<file path="src/rtl/vram_txt_pkg.sv">
// Shared types and constants for the text-console VRAM writer.
package vram_txt_pkg;

  typedef enum logic [1:0] {IDLE, CLR_ALL, CLR_LINE} state_t;

  typedef logic [11:0] color_t;

  localparam logic [7:0] CR = 8'h0D;
  localparam logic [7:0] LF = 8'h0A;
  localparam logic [7:0] BS = 8'h08;
  localparam logic [7:0] FF = 8'h0C;

  function automatic logic is_print(input logic [7:0] c);
    return (c >= 8'h20) && (c <= 8'h7E);
  endfunction

endpackage

</file>
<file path="src/rtl/vram_clr_seq.sv">
// Base/length address sequencer: one write strobe per cycle while active, done on the last.
module vram_clr_seq #(
  parameter int P_ADR_BIT = 13,
  parameter int P_LEN_W   = 14,
  parameter int P_RST_LEN = 4800
) (
  input  logic                 clk,
  input  logic                 rst_n,
  input  logic                 start,
  input  logic [P_ADR_BIT-1:0] base,
  input  logic [P_LEN_W-1:0]   len,
  output logic [P_ADR_BIT-1:0] adr,
  output logic                 wr,
  output logic                 done
);

  logic [P_ADR_BIT-1:0] cur;
  logic [P_LEN_W-1:0]   rem;
  logic                 act;

  // Reset comes up already running a sweep from address 0 so the screen blanks itself.
  always_ff @(posedge clk or negedge rst_n) begin
    if (!rst_n) begin
      act <= 1'b1;
      cur <= '0;
      rem <= P_LEN_W'(P_RST_LEN);
    end else if (start) begin
      act <= (len != '0);
      cur <= base;
      rem <= len;
    end else if (act) begin
      cur <= cur + P_ADR_BIT'(1);
      rem <= rem - P_LEN_W'(1);
      if (rem == P_LEN_W'(1)) act <= 1'b0;
    end
  end

  assign adr  = cur;
  assign wr   = act;
  assign done = act && (rem == P_LEN_W'(1));

endmodule

</file>
<file path="src/rtl/vram_txt_wr.sv">
// Text-console writer: turns a character byte stream into VRAM writes with cursor tracking.
module vram_txt_wr
  import vram_txt_pkg::*;
#(
  parameter int         P_COLS    = 80,
  parameter int         P_ROWS    = 60,
  parameter int         P_ADR_BIT = 13,
  parameter logic [7:0] P_CLR_CHR = 8'h20
) (
  input  logic                 i_clk,
  input  logic                 i_rst_n,
  input  logic                 i_chr_vld,
  input  logic [7:0]           i_chr_dt,
  input  color_t               i_col,
  output logic                 o_chr_rdy,
  input  logic                 i_clr,
  output logic [P_ADR_BIT-1:0] o_vram_wr_adr,
  output logic                 o_vram_wr_en,
  output logic [7:0]           o_vram_wr_chr,
  output color_t               o_vram_wr_col,
  output logic [6:0]           o_cur_col,
  output logic [5:0]           o_cur_row,
  output logic                 o_busy
);

  localparam int TOTAL = P_COLS * P_ROWS;
  localparam int LEN_W = P_ADR_BIT + 1;

  state_t               state, next_state;
  logic [P_ADR_BIT-1:0] line_base, nxt_base;
  logic                 accept, is_prt, is_bs, is_cr, row_adv, full_clr;
  logic                 last_col, last_row;
  logic                 seq_start, seq_wr, seq_done;
  logic [P_ADR_BIT-1:0] seq_base, seq_adr;
  logic [LEN_W-1:0]     seq_len;

  assign o_chr_rdy = (state == IDLE) && !i_clr;
  assign accept    = i_chr_vld && o_chr_rdy;
  assign last_col  = (o_cur_col == 7'(P_COLS - 1));
  assign last_row  = (o_cur_row == 6'(P_ROWS - 1));
  assign is_prt    = accept && is_print(i_chr_dt);
  assign is_bs     = accept && (i_chr_dt == BS) && (o_cur_col != 7'd0);
  assign is_cr     = accept && (i_chr_dt == CR);
  assign row_adv   = accept && ((i_chr_dt == LF) || (is_print(i_chr_dt) && last_col));
  assign full_clr  = i_clr || (accept && (i_chr_dt == FF));
  assign nxt_base  = last_row ? '0 : line_base + P_ADR_BIT'(P_COLS);

  always_ff @(posedge i_clk or negedge i_rst_n) begin
    if (!i_rst_n) state <= CLR_ALL;
    else          state <= next_state;
  end

  always_comb begin
    next_state = state;
    if (full_clr) begin
      next_state = CLR_ALL;
    end else begin
      case (state)
        IDLE:              if (row_adv)  next_state = CLR_LINE;
        CLR_ALL, CLR_LINE: if (seq_done) next_state = IDLE;
        default:                         next_state = IDLE;
      endcase
    end
  end

  always_comb begin
    seq_start = full_clr || row_adv;
    seq_base  = full_clr ? '0 : nxt_base;
    seq_len   = full_clr ? LEN_W'(TOTAL) : LEN_W'(P_COLS);
  end

  vram_clr_seq #(
    .P_ADR_BIT (P_ADR_BIT),
    .P_LEN_W   (LEN_W),
    .P_RST_LEN (TOTAL)
  ) u_clr_seq (
    .clk   (i_clk),
    .rst_n (i_rst_n),
    .start (seq_start),
    .base  (seq_base),
    .len   (seq_len),
    .adr   (seq_adr),
    .wr    (seq_wr),
    .done  (seq_done)
  );

  // Cursor and line base; a full clear only homes the cursor once its sweep completes.
  always_ff @(posedge i_clk or negedge i_rst_n) begin
    if (!i_rst_n) begin
      o_cur_col <= '0;
      o_cur_row <= '0;
      line_base <= '0;
    end else if ((state == CLR_ALL) && seq_done && !i_clr) begin
      o_cur_col <= '0;
      o_cur_row <= '0;
      line_base <= '0;
    end else if (row_adv) begin
      o_cur_col <= '0;
      o_cur_row <= last_row ? 6'd0 : o_cur_row + 6'd1;
      line_base <= nxt_base;
    end else if (is_prt) begin
      o_cur_col <= o_cur_col + 7'd1;
    end else if (is_cr) begin
      o_cur_col <= '0;
    end else if (is_bs) begin
      o_cur_col <= o_cur_col - 7'd1;
    end
  end

  // Clear sweeps and byte writes never overlap: bytes are only accepted while the sequencer is idle.
  always_ff @(posedge i_clk or negedge i_rst_n) begin
    if (!i_rst_n) begin
      o_vram_wr_adr <= '0;
      o_vram_wr_en  <= 1'b0;
      o_vram_wr_chr <= '0;
      o_vram_wr_col <= '0;
      o_busy        <= 1'b1;
    end else begin
      o_vram_wr_en <= 1'b0;
      o_busy       <= (state != IDLE);
      if (seq_wr) begin
        o_vram_wr_en  <= 1'b1;
        o_vram_wr_adr <= seq_adr;
        o_vram_wr_chr <= P_CLR_CHR;
        o_vram_wr_col <= '0;
      end else if (is_prt) begin
        o_vram_wr_en  <= 1'b1;
        o_vram_wr_adr <= line_base + P_ADR_BIT'(o_cur_col);
        o_vram_wr_chr <= i_chr_dt;
        o_vram_wr_col <= i_col;
      end else if (is_bs) begin
        o_vram_wr_en  <= 1'b1;
        o_vram_wr_adr <= line_base + P_ADR_BIT'(o_cur_col - 7'd1);
        o_vram_wr_chr <= P_CLR_CHR;
        o_vram_wr_col <= '0;
      end
    end
  end

endmodule

</file>
<file path="config.mk">
export PLATFORM = sky130hd
export DESIGN_NAME = vram_txt_wr
export DESIGN_NICKNAME = d
export VERILOG_FILES = /design/src/rtl/vram_txt_pkg.sv /design/src/rtl/vram_clr_seq.sv /design/src/rtl/vram_txt_wr.sv
export SDC_FILE = /design/constraint.sdc
export NUM_CORES = 1
export LEC_CHECK = 0
export ABC_AREA = 0
export CAP_MARGIN = 20
export CORE_MARGIN = 2
export CORE_UTILIZATION = 52
export CTS_CLUSTER_DIAMETER = 150
export DETAILED_ROUTE_END_ITERATION = 16
export GPL_TIMING_DRIVEN = 1
export PLACE_DENSITY_LB_ADDON = 0.25
export SLEW_MARGIN = 40
export SYNTH_ARGS = -nofsm -noshare
export SYNTH_HDL_FRONTEND = slang
export SYNTH_HIERARCHICAL = 1
export SYNTH_SLANG_ARGS = --single-unit
</file>
<file path="constraint.sdc">
create_clock -name i_clk -period 4.1 [get_ports i_clk]
set_input_delay 0.82 -clock i_clk [delete_from_list [all_inputs] [get_ports i_clk]]
set_output_delay 0.82 -clock i_clk [all_outputs]
set_load 0.01 [all_outputs]
</file>
==> impl_metrics.toml, run 1 <==
[die]
core_area_sq_um = 10300
fp.dieW_um = 107
start_util_pct = 53.4
ios = 73
fp.dieH_um = 107
fp.dieArea_sq_um = 11400
rows = 37

[yosys]
ys_seq_elements = 91
synth_area_per_cell_sq_um = 9.31
synth_ff_type = "dfrtp_1"
yosysSeqAreaShare_pct = 41.5
syn-cell-area_sq_um = 5510
yosys.area.top_type = "dfrtp_1"
synth_cell_types = 75
synth_edf_count = 0
synth.area.top_cells = "dfrtp_1 38%, ha_1 5.0%, xnor2_1 4.0%"
syn_inst = 592
yosysWarnings = 6
synth_async_sr_flop_share_pct = 100
synth_top_area_share_pct = 38.1

[sta]
whs_ns = 0.436
report.final.slew_viol_count = 0
max_slew_margin_pct = 43.2
final_hold_viol_count = 0
timing.fmax_mhz = 270
rsz0062_at_grt = "no"
finalSetupTns_ns = 0
finalWorstSetupSlack_ns = 0.400
worstMarginPinSlew_ns = 0.847
period_needed_ns = 3.70
finalClockSkew_ns = 0.0101
post-route-period-util_pct = 90.3
setup_violations = 0

[pwr]
power.switching_mw = 0.825
seqPwrFrac_pct = 42.2
total_power_mw = 2.46
p_leak_nw = 2.95
p_comb_share_pct = 28.7
peakVddDrop_uv = 191
power.density_nw_per_um2 = 367
p_int_mw = 1.63
switching_share_pct = 33.6
clkPwrFrac_pct = 29.1

[drt]
first_iter_violations = 328
wl_per_cell_um = 16.1
dr_total_vias = 4658
ant_nets = 0
drt-total-wl_um = 13200
remaining_drc_errors = 0
drt_first_pass_iters = 6
avgViaCountPerCell = 5.67

[final_layout]
final_util_pct = 64.9
layout-drive-gt1-share_pct = 9.93
diodes = 0
finalNetCount = 727
design_area_sq_um = 6700
areaGrowthSynthToFinish_pct = 21.5
nFillCells = 842
final_cells = 821

[placed_design]
placed_area_sq_um = 6460
gp_congestion = 0.933
post-place-ws_ns = 0.0940
dp.cells = 805
io_buffers = 72
dp_hpwl_um = 9330

[clock_network]
holdBufCountCts = 0
clock_latency_ns = 0.38
cts.sinks = 91
cts_inserted_buffers = 9
cts_root_buf = "clkbuf_8"
cts-htree-levels = 3
cts_buffer_depth = 2
postCtsResizedCells = 0
post-cts-setup-buffers = 0
clkSlewWorstSetupHoldPaths_ns = 0.10
cts_tree = "built"

[setup_path]
cp_max_fo = 9
crit_top_cell = "o21ai_0"
crit_arrival_ns = 4.02
critPathLaunchType = "input pin"
cpPeakStageDelay_ns = 0.54
crit_buf_inv = 2
crit_required_ns = 4.42
path_cells = "clkdlybuf4s50_1 -> nand4_1 -> o211a_1 -> buf_4 -> o41ai_1 -> nand2_1 -> ha_1 -> o21ai_0 -> o211ai_1 -> nand3_1 -> o21ai_0 -> mux2i_1 -> o311a_1"
critical_path.slowest_cell = "clkdlybuf4s50_1"
end_kind = "register"
crit_type = "input pin to register"
path_delay_family = "compound AO/OA/AOI/OAI gates"

[grt]
antenna_found_initial = 0
grt_pass1_wl_um = 22400
gr-total-overflow = 0
grt_max_degree = 77
grt_pass1_vias = 4627
gr-usage-all-layers_pct = 24.4

[status]
outcome = "finished, final reports clean"

[flow_run]
maxCapViolations = 0

[min_path]
hold_class = "input pin to asynchronous set/reset pin"
-- state kept, by name, summed over array words and instances (netlist names) --
register and cells:
o_busy 1, o_cur_row 6, o_vram_wr_chr 8, o_cur_col 7, u_clr_seq/rem 14, line_base 13
o_vram_wr_adr 13, o_vram_wr_en 1, o_vram_wr_col 12, u_clr_seq/wr 1, u_clr_seq/adr 13, state 2
-- metal layers --
metal | vias to the layer above | global-route usage, % | wire length, um
met5 | - | 0 | 0
met4 | 0 | 7.33 | 146
met3 | 12 | 3.34 | 620
met2 | 115 | 42.8 | 6570
met1 | 2257 | 31.4 | 5860
li1 | 2274 | - | -
-- cell type report --
cell class / count / area [sq um] / area share, %
clock buffer: 10 / 138 / 2.05
clock inverter: 6 / 93.8 / 1.40
inverter: 22 / 82.6 / 1.23
multi-input combinational: 471 / 3100 / 46.2
sequential: 91 / 2290 / 34.1
tap: 136 / 170 / 2.54
timing repair buffer: 85 / 832 / 12.4
-- power groups by stage --
stage | Sequential, mW | Combinational (mW) | Clock [mW]
2_1_floorplan | 1.04 | 0.475 | 0
3_3_place_gp | 1.05 | 0.691 | 0
3_5_place_dp | 1.05 | 0.698 | 0
4_1_cts | 1.04 | 0.706 | 0.724
5_1_grt | 1.05 | 0.788 | 0.765
6_report | 1.04 | 0.705 | 0.714
-- synth_stat cells, drive strengths merged (7+ instances only) --
| cell type | number |
|---|---|
| dfrtp | 84 |
| nand2 | 57 |
| nor2 | 54 |
| o21ai | 49 |
| a21oi | 44 |
| xnor2 | 25 |
| ha | 22 |
| inv | 22 |
| xor2 | 21 |
| a22o | 19 |
| nor3 | 15 |
| nand4 | 14 |
| buf | 13 |
| clkbuf | 13 |
| and2 | 11 |
| a21o | 10 |
| and3 | 10 |
| nand3 | 10 |
| mux2 | 8 |
| nand3b | 8 |
| nor4 | 8 |
| dfstp | 7 |
-- worst paths after layout --
path                             startpoint                end  slack (ns)  cells past startpoint
max                             i_chr_dt[6]  o_vram_wr_adr[11]        0.40                     13
min                                 i_rst_n   o_vram_wr_col[3]        0.44                      1
max reg2reg                        state[0]  o_vram_wr_adr[11]        0.52                     14
min reg2reg                o_vram_wr_chr[7]   o_vram_wr_chr[7]        0.51                      1
max in group asynchronous           i_rst_n   u_clr_seq/rem[1]        2.93                      2
min in group i_clk         o_vram_wr_chr[7]   o_vram_wr_chr[7]        0.51                      1
-- cell usage in the layout (no fill, tap or decap), types with 5 or more instances in the layout --
| master | netlist | routed |
|---|---|---|
| mux2_2 | 8 | 8 |
| nand2_1 | 55 | 55 |
| nand3_1 | 9 | 9 |
| inv_1 | 21 | 21 |
| nor2b_1 | 5 | 5 |
| nor2_1 | 53 | 51 |
| o21ai_1 | 10 | 11 |
| ha_1 | 22 | 22 |
| mux2i_1 | 5 | 5 |
| conb_1 | 2 | 20 |
| a21oi_1 | 42 | 42 |
| a22o_1 | 19 | 19 |
| clkdlybuf4s50_1 | 0 | 71 |
| a21o_1 | 10 | 10 |
| clkbuf_8 | 0 | 10 |
| nand4_1 | 12 | 12 |
| nand3b_1 | 8 | 8 |
| o21ai_0 | 39 | 38 |
| nor3_1 | 13 | 13 |
| dfstp_2 | 7 | 7 |
| xor2_1 | 21 | 21 |
| dfrtp_1 | 84 | 84 |
| and2_1 | 11 | 11 |
| buf_4 | 5 | 12 |
| nor4_1 | 6 | 6 |
| xnor2_1 | 25 | 25 |
| and3_1 | 10 | 10 |
-- cell families after synthesis --
kind of cell	after synthesis	synth area share (%)
mux	13	2.54
xor+xnor	46	7.31
fa+ha+maj	23	5.36
flops	91	41.5
other cells	2	0.136
compound gates	159	18.5
buf+inv	48	3.79
simple gates	210	20.8
Power figures use the tool's default switching activity.
==> run 2: changes to the inputs <==
--- a/config.mk
+++ b/config.mk
@@ -11,7 +11,7 @@
 export CORE_UTILIZATION = 52
 export CTS_CLUSTER_DIAMETER = 150
 export DETAILED_ROUTE_END_ITERATION = 16
-export GPL_TIMING_DRIVEN = 1
+export GPL_TIMING_DRIVEN = 0
 export PLACE_DENSITY_LB_ADDON = 0.25
 export SLEW_MARGIN = 40
 export SYNTH_ARGS = -nofsm -noshare
==> impl_metrics.toml, run 2 (same netlist as run 1, synthesis figures left out) <==
[die]
rows = 37
start_util_pct = 53.4
core_area_sq_um = 10300
ios = 73
fp.dieW_um = 107
fp.dieArea_sq_um = 11400
fp.dieH_um = 107

[setup_path]
worst-r2r-setup-slack_ns = 0.44
path_cells = "clkdlybuf4s50_1 -> and4bb_2 -> o211a_4 -> clkbuf_4 -> xnor2_1 -> ha_1 -> inv_1 -> fa_1 -> nand2b_1 -> a21oi_2 -> a31oi_1 -> xor2_1 -> a21oi_1 -> mux2_2"
critPathLaunchType = "input pin"
critical_path.slowest_cell = "clkdlybuf4s50_1"
crit_required_ns = 4.36
worstReg2RegEnd = "o_vram_wr_adr[6]"
rr_worst_depth = 15
path_delay_family = "buffers and inverters"
crit_buf_inv = 3
cp_max_fo = 10
end_kind = "register"
crit_type = "input pin to register"
cpPeakStageDelay_ns = 0.54
crit-reg2reg-launch = "state[0]"
crit_arrival_ns = 4.25

[final_layout]
multi_input_area_sq_um = 3120
final_util_pct = 65.7
diodes = 0
finalNetCount = 741
regMostFlops = "u_clr_seq/rem"
mostFrequentLayoutCell = "dfrtp_1"
final_cell_mix = "84 x dfrtp_1, 71 x clkdlybuf4s50_1, 55 x nand2_1, 53 x nor2_1, 40 x a21oi_1"
layout-drive-gt1-share_pct = 10.4
nFillCells = 852
areaGrowthSynthToFinish_pct = 23.0
largest_register_ffs = 14
regArea_sq_um = 2290

[drt]
dr_total_vias = 4811
first_iter_violations = 289
remaining_drc_errors = 0
wl_per_cell_um = 16.7
avgViaCountPerCell = 5.76
drt_first_pass_iters = 4
ant_nets = 0
drt-total-wl_um = 13900

[sta]
report.final.slew_viol_count = 0
max_slew_margin_pct = 45.2
worstMarginPinSlew_ns = 0.813
whs_ns = 0.339
post-route-period-util_pct = 97.3
setup_violations = 0
finalWorstSetupSlack_ns = 0.112
period_needed_ns = 3.99
final_hold_viol_count = 0
finalClockSkew_ns = 0.00958
timing.fmax_mhz = 251

[grt]
gr-total-overflow = 0
gr-usage-all-layers_pct = 25.1
grt_pass1_wl_um = 22800
grt_max_degree = 55
grt_pass1_vias = 4866
antenna_found_initial = 0

[min_path]
hold_class = "input pin to asynchronous set/reset pin"

[placed_design]
post-place-ws_ns = -0.451
dp_hpwl_um = 10300
io_buffers = 72
gp_congestion = 0.888

[flow_run]
maxCapViolations = 0

[clock_network]
clkSlewWorstSetupHoldPaths_ns = 0.09
cts-htree-levels = 3
post-cts-setup-buffers = 0
cts_inserted_buffers = 9
cts.sinks = 91
cts_buffer_depth = 2
cts_root_buf = "clkbuf_8"
holdBufCountCts = 0
clock_latency_ns = 0.37
cts_tree = "built"

[pwr]
power.density_nw_per_um2 = 369
peakVddDrop_uv = 227
total_power_mw = 2.50
p_leak_nw = 2.97

[status]
outcome = "finished, final reports clean"
run 2: cell types whose count changed in the layout (fill, tap and decap cells not counted), sizes merged:
cell | previous run | this run
bufinv | 2 | 3
clkbuf | 10 | 26
clkinv | 1 | 0
inv | 24 | 22
run 2: worst max path at each step:
stage           startpoint                end  slack [ns]  cells past startpoint
2_1_floorplan  i_chr_dt[7]  o_vram_wr_adr[12]        0.68                     13
3_3_place_gp       i_rst_n       o_cur_row[3]       -1.12                      1
3_5_place_dp         i_clr  o_vram_wr_adr[12]       -0.45                     14
4_1_cts              i_clr   o_vram_wr_adr[8]       0.004                     14
5_1_grt              i_clr  o_vram_wr_adr[12]       -0.01                     14
6_report             i_clr   o_vram_wr_adr[6]        0.11                     14
run 2: routing by layer:
metal	track usage, %	wire length, um	up-vias
met4	9.46	233	0
li1	-	-	2295
met2	43.4	7060	116
met3	4.19	623	18
met5	0	0	-
met1	31.5	6040	2382
run 2: through the flow:
step / cells / area (sq um) / TNS [ns]
2_1_floorplan: 610 / 5580 / 0
3_3_place_gp: 818 / 6470 / -95.28
3_5_place_dp: 819 / 6500 / -2.66
4_1_cts: 835 / 6760 / 0
5_1_grt: 835 / 6780 / -0.0221
6_report: 835 / 6780 / 0
run 2: report_power, final:
group	switching (mW)	total, mW	internal [mW]
logic	0.432	0.740	0.308
clock network	0.323	0.745	0.423
registers	0.0667	1.02	0.953
total	0.822	2.50	1.68
run 2: area by class of cell:
class	count	share of cell area, %
multi-input cells	471	46.0
flip-flops and latches	91	33.7
repair buffers	73	11.1
well taps	136	2.51
clock buffers	12	2.14
plain buffers	26	1.96
clock inverters	4	1.44
inverters	22	1.22
run 2: repair_timing:
item / CTS / global route
pin swaps: 0 / 1
cloned: 0 / 0
endpoints found under the setup margin: 4 / 6
resized for setup: 3 / 11
